===== src/rtl/ebus_pkg.sv =====
// ebus_pkg: shared definitions for the EBUS responder.
//   ebus_word_t  - 36-bit EBUS word, bit 0 is the most significant bit
//   ebus_func_e  - function codes carried on ebus_func (1xx is reserved)
//   ebus_state_e - responder FSM states
//   bit positions of the CONO command fields and the CONI status fields
//   coni_word()  - assembles the CONI status word
package ebus_pkg;

    typedef logic [0:35] ebus_word_t;

    typedef enum logic [2:0] {
        FN_CONI  = 3'b000,
        FN_CONO  = 3'b001,
        FN_DATAI = 3'b010,
        FN_DATAO = 3'b011
    } ebus_func_e;

    typedef enum logic [1:0] {
        ST_IDLE    = 2'd0,
        ST_LATCH   = 2'd1,
        ST_XFER    = 2'd2,
        ST_RELEASE = 2'd3
    } ebus_state_e;

    localparam int CONO_CLR_DONE = 28;
    localparam int CONO_SET_DONE = 29;
    localparam int CONO_BUSY     = 30;
    localparam int CONI_BUSY     = 30;
    localparam int CONI_DONE     = 31;
    localparam int PIA_FIRST     = 33;
    localparam int PIA_LAST      = 35;

    function automatic ebus_word_t coni_word(input logic busy, input logic done,
                                             input logic [2:0] pia);
        ebus_word_t w;
        w                      = '0;
        w[CONI_BUSY]           = busy;
        w[CONI_DONE]           = done;
        w[PIA_FIRST:PIA_LAST]  = pia;
        return w;
    endfunction

endpackage


===== src/rtl/ebus_pi_encode.sv =====
// ebus_pi_encode: turns a 3-bit PI assignment into a one-hot request vector.
//   pia_i  [2:0]  priority interrupt level, 0 means "no level assigned"
//   req_i         request condition
//   pi_o   [1:7]  one-hot request, pi_o[pia_i] while req_i and pia_i != 0
module ebus_pi_encode (
    input  logic [2:0] pia_i,
    input  logic       req_i,
    output logic [1:7] pi_o
);

    always_comb begin
        pi_o = '0;
        for (int i = 1; i <= 7; i++) begin
            pi_o[i] = req_i && (pia_i == 3'(i));
        end
    end

endmodule


===== src/rtl/ebus_responder.sv =====
// ebus_responder: EBUS device responder with DATA and STATUS registers.
// Optional feature macro: EBUS_RESPONDER_PI_EN (drives pi_req from DONE/PIA).
//   clk, rst_n          clock, asynchronous active-low reset
//   ebus_cs      [6:0]  device select, answered when equal to DEV_NUM
//   ebus_func    [2:0]  CONI / CONO / DATAI / DATAO, 1xx ignored
//   ebus_demand         controller demand, high for the whole transaction
//   ebus_data_in [0:35] write data (CONO/DATAO)
//   ebus_xfer           transfer acknowledge (registered)
//   ebus_drive          responder drives ebus_data_out (registered)
//   ebus_data_out[0:35] read data, zero whenever ebus_drive is low (registered)
//   pi_req       [1:7]  one-hot PI request, zero unless EBUS_RESPONDER_PI_EN
//
// state      | meaning
// IDLE       | waiting for demand with a matching device select
// LATCH      | func/data captured; commit or abandon on next edge
// XFER       | acknowledge held until demand drops
// RELEASE    | acknowledge removed, one cycle before accepting a new demand
module ebus_responder
    import ebus_pkg::*;
#(
    parameter logic [6:0] DEV_NUM = 7'o040
) (
    input  logic        clk,
    input  logic        rst_n,
    input  logic [6:0]  ebus_cs,
    input  logic [2:0]  ebus_func,
    input  logic        ebus_demand,
    input  logic [0:35] ebus_data_in,
    output logic        ebus_xfer,
    output logic        ebus_drive,
    output logic [0:35] ebus_data_out,
    output logic [1:7]  pi_req
);

    ebus_state_e state_q, state_d;
    logic [2:0]  func_q, func_d;
    ebus_word_t  wdata_q, wdata_d;
    ebus_word_t  data_q, data_d;
    logic        busy_q, busy_d;
    logic        done_q, done_d;
    logic [2:0]  pia_q, pia_d;
    logic        xfer_q, xfer_d;
    logic        drive_q, drive_d;
    ebus_word_t  rdata_q, rdata_d;

    always_comb begin
        state_d = state_q;
        func_d  = func_q;
        wdata_d = wdata_q;
        data_d  = data_q;
        busy_d  = busy_q;
        done_d  = done_q;
        pia_d   = pia_q;
        xfer_d  = xfer_q;
        drive_d = drive_q;
        rdata_d = rdata_q;
        case (state_q)
            ST_IDLE: begin
                if (ebus_demand && (ebus_cs == DEV_NUM)) begin
                    state_d = ST_LATCH;
                    func_d  = ebus_func;
                    wdata_d = ebus_data_in;
                end
            end
            ST_LATCH: begin
                // Side effects commit only here, so a demand dropped during
                // LATCH or a reserved code leaves every register untouched.
                if (ebus_demand && !func_q[2]) begin
                    state_d = ST_XFER;
                    xfer_d  = 1'b1;
                    case (func_q)
                        FN_CONI: begin
                            drive_d = 1'b1;
                            rdata_d = coni_word(busy_q, done_q, pia_q);
                        end
                        FN_CONO: begin
                            if (wdata_q[CONO_CLR_DONE]) begin
                                done_d = 1'b0;
                            end else if (wdata_q[CONO_SET_DONE]) begin
                                done_d = 1'b1;
                            end
                            busy_d = wdata_q[CONO_BUSY];
                            pia_d  = wdata_q[PIA_FIRST:PIA_LAST];
                        end
                        FN_DATAI: begin
                            drive_d = 1'b1;
                            rdata_d = data_q;
                            done_d  = 1'b0;
                        end
                        FN_DATAO: begin
                            data_d = wdata_q;
                            done_d = 1'b1;
                            busy_d = 1'b0;
                        end
                        default: ;
                    endcase
                end else begin
                    state_d = ST_IDLE;
                end
            end
            ST_XFER: begin
                if (!ebus_demand) begin
                    state_d = ST_RELEASE;
                    xfer_d  = 1'b0;
                    drive_d = 1'b0;
                    rdata_d = '0;
                end
            end
            ST_RELEASE: state_d = ST_IDLE;
            default:    state_d = ST_IDLE;
        endcase
    end

    always_ff @(posedge clk or negedge rst_n) begin
        if (!rst_n) begin
            state_q <= ST_IDLE;
            func_q  <= '0;
            wdata_q <= '0;
            data_q  <= '0;
            busy_q  <= 1'b0;
            done_q  <= 1'b0;
            pia_q   <= '0;
            xfer_q  <= 1'b0;
            drive_q <= 1'b0;
            rdata_q <= '0;
        end else begin
            state_q <= state_d;
            func_q  <= func_d;
            wdata_q <= wdata_d;
            data_q  <= data_d;
            busy_q  <= busy_d;
            done_q  <= done_d;
            pia_q   <= pia_d;
            xfer_q  <= xfer_d;
            drive_q <= drive_d;
            rdata_q <= rdata_d;
        end
    end

    assign ebus_xfer     = xfer_q;
    assign ebus_drive    = drive_q;
    assign ebus_data_out = rdata_q;

`ifdef EBUS_RESPONDER_PI_EN
    logic [1:7] pi_d, pi_q;

    ebus_pi_encode u_pi_encode (
        .pia_i (pia_q),
        .req_i (done_q),
        .pi_o  (pi_d)
    );

    always_ff @(posedge clk or negedge rst_n) begin
        if (!rst_n) begin
            pi_q <= '0;
        end else begin
            pi_q <= pi_d;
        end
    end

    assign pi_req = pi_q;
`else
    assign pi_req = '0;
`endif

endmodule


===== config.mk =====
export PLATFORM = sky130hd
export DESIGN_NAME = ebus_responder
export DESIGN_NICKNAME = d
export VERILOG_FILES = /design/src/rtl/ebus_pkg.sv /design/src/rtl/ebus_pi_encode.sv /design/src/rtl/ebus_responder.sv
export SDC_FILE = /design/constraint.sdc
export NUM_CORES = 1
export LEC_CHECK = 0
export CAP_MARGIN = 10
export CORE_MARGIN = 2
export CORE_UTILIZATION = 52
export DETAILED_ROUTE_END_ITERATION = 10
export MAX_ROUTING_LAYER = met4
export PLACE_DENSITY = 0.8
export SETUP_SLACK_MARGIN = 0.1
export SLEW_MARGIN = 25
export SYNTH_ARGS = -nofsm -noshare
export SYNTH_HDL_FRONTEND = slang
export SYNTH_SLANG_ARGS = --single-unit

===== constraint.sdc =====
create_clock -name clk -period 2.63 [get_ports clk]
set_clock_uncertainty 0.2 [all_clocks]
set_input_delay 0.526 -clock clk [delete_from_list [all_inputs] [get_ports clk]]
set_output_delay 0.526 -clock clk [all_outputs]
set_load 0.05 [all_outputs]

==> impl_results.md <==
- Status: finished clean
- Max incr delay on CP: 0.83 ns
- Area contributors post-synth: dfrtp_1 (61%), mux2_2 (16%), nand2_1 (5.6%)
- Syn Inst Count: 379
- Hold slack: 0.2781 ns
- Clock-pin slew on the worst setup and hold paths: 0.06 ns
- DRC: 0
- Post-DP HPWL: 5.748 mm
- Placer Congestion: 0.7683
- Remaining antenna violation count: 0
- Hold crit path type: flop to flop
- WL/cell: 15.54 µm
- Design area: 6419 µm²
- Dominant synthesized flop cell: dfrtp_1
- Cell Rows: 35
- Yosys cell types: 30
- CTS hold repair buffers: 1
- Hold Vio Cnt, Final: 0
- Register area: 3003 µm²
- Die width: 101.1 µm
- Fmax: 410.5 MHz
- Total Wirelength: 9.248 mm
- GRT overflow: 0
- Async SR Flop Fraction: 100.0%
- Layout cells sized above 1: 25.62%
- Cells on worst reg2reg path: 6
- Slew HR: 64.71%
- Critical Path RT: 1.90 ns
- Share of the synthesized area in the top cell type: 61.30%
- Global-route usage over all layers: 20.59%
- EDFF count, synth: 0
- Final Setup Violations: 0
- Top cells by count, synth: dfrtp_1 (120), nand2_1 (73), mux2_2 (69)
- Root Buffer: clkbuf_8
- DRT iter0 DRCs: 96
- Vias in the first global route: 3208
- DR vias: 3090
- Die Ht: 101.1 µm
- Clk_lat worst skew: 0.49 ns
- Period utilization: 92.63%
- Worst path bufs/invs: 1
- Core Util, Final: 69.80%
- Initial core utilization: 53.27%
- Largest net degree at the start of global routing: 73
- Post-synthesis sequential area ratio: 61.30%
- # diodes: 0
- WP depth: 1
- Fillers: 656
- Delay-heaviest family, CP: buffers and inverters
- Leading area contributor after synthesis: dfrtp_1
- Mapped cell area: 4898 µm²
- Power per cell area: 775.1 nW/µm²
- First-pass GRT wire length: 15.64 mm
- Worst slew pin tran: 0.5278 ns
- Setup CP Type: flop to output port
- Slowest library cell on the worst path: clkdlybuf4s50_1
- Final Slew Violations: 0
- Max clock buf depth: 2
- Core Box Area: 9196 µm²
- CTS buffer count: 17
- Multi-input logic area: 1729 µm²
- Drt first pass iters: 4
- Initial antenna violation count: 0
- Fin Setup TNS: 0 ns
- Data arrival, critical path: 1.71 ns
- RSZ-0062 raised after global routing: false
- Mean number of vias per cell: 5.193
- Worst setup EP type: output port
- Maximum vdd ir drop: 0.5375 mV
- Pleak: 0.003002 µW
- Nets: 524
- Post-DP Area: 5854 µm²
- Fin crit period: 2.436 ns
- Crit-path max FO: 2
- Clock sink count: 120
- Synth Register Bits: 120
- Post_cts resized: 0
- CTS tree: yes
- Hold Crit Depth: 2
- Critical Path, Cell by Cell: clkdlybuf4s50_1
- Port bufs: 86
- Synth Warn #: 0
- Max Cap Viol: 0
- # IOs: 94
- Syn Area/Cell: 12.92 µm²
- Crit start category: flop
- CTS H-tree depth: 4
- Area delta synth->final: 31.03%
- Die area: 10210 µm²
- Setup bufs post-CTS: 0
- Count leader, synth: dfrtp_1
## state kept, by name (all words and copies together), names as in the netlist, named ones only
name and cells:
data_q 36, ebus_data_out 36, wdata_q 36, func_q 3, pia_q 3, busy_q 1, done_q 1, ebus_drive 1
ebus_xfer 1, state_q 1
## cell type report
cell class | count | area share (%)
clock inverter | 13 | 1.910
multi-input combinational | 232 | 26.94
sequential | 120 | 46.78
clock buffer | 19 | 6.725
tap | 111 | 2.164
timing repair buffer | 94 | 15.13
inverter | 6 | 0.3509
## cells in the final DEF (no fill, tap or decap), types with 4 or more instances in the layout
| cell | count |
|---|---|
| clkdlybuf4s50_1 | 85 |
| nand2_1 | 73 |
| buf_4 | 4 |
| nor2_1 | 4 |
| a22oi_1 | 5 |
| conb_1 | 7 |
| mux2_4 | 10 |
| ha_1 | 4 |
| buf_12 | 4 |
| o21ai_1 | 8 |
| dfrtp_1 | 120 |
| mux2_2 | 69 |
| clkinvlp_4 | 7 |
| clkbuf_16 | 16 |
| o21ai_0 | 34 |
| inv_1 | 6 |
## report_power, final
part           internal, µW  switching [µW]  total, µW
clock                  1280             826       2110
sequential             1940            69.5       2010
combinational           299             556        855
total                  3520            1450       4980
## metrics by stage
step | power (µW) | cells | setup slack (ns)
after floorplan | 2569 | 385 | 0.7399
after global placement | 2868 | 562 | 0.2145
after detailed placement | 2896 | 562 | 0.1177
after CTS | 5035 | 595 | 0.1492
after global routing | 5216 | 595 | 0.1276
final | 4975 | 595 | 0.1939
## routing by layer
metal  share of wire [%]  global-route usage, %
met5                   0                      -
met4                0.43                  7.173
met2                  51                  32.09
met1                  45                  26.73
met3                 4.0                  4.785
## final timing paths
check	start	end	slack [ns]
worst max-delay path	ebus_data_out[30]	ebus_data_out[30]	0.19
worst min-delay path	ebus_data_out[5]	ebus_data_out[5]	0.28
worst max register to register	flop	pia_q[1]	0.51
worst min register to register	ebus_data_out[5]	ebus_data_out[5]	0.28
max in group asynchronous	rst_n	data_q[1]	1.21
min in group asynchronous	rst_n	wdata_q[13]	0.33
## kinds of logic after synthesis
logic type	share of synthesized area, %
other cells	0.07655
simple gates	8.301
fa+ha+maj	1.022
compound gates	6.335
flops	61.30
buf+inv	4.036
mux	18.93
Power figures use the tool's default switching activity.
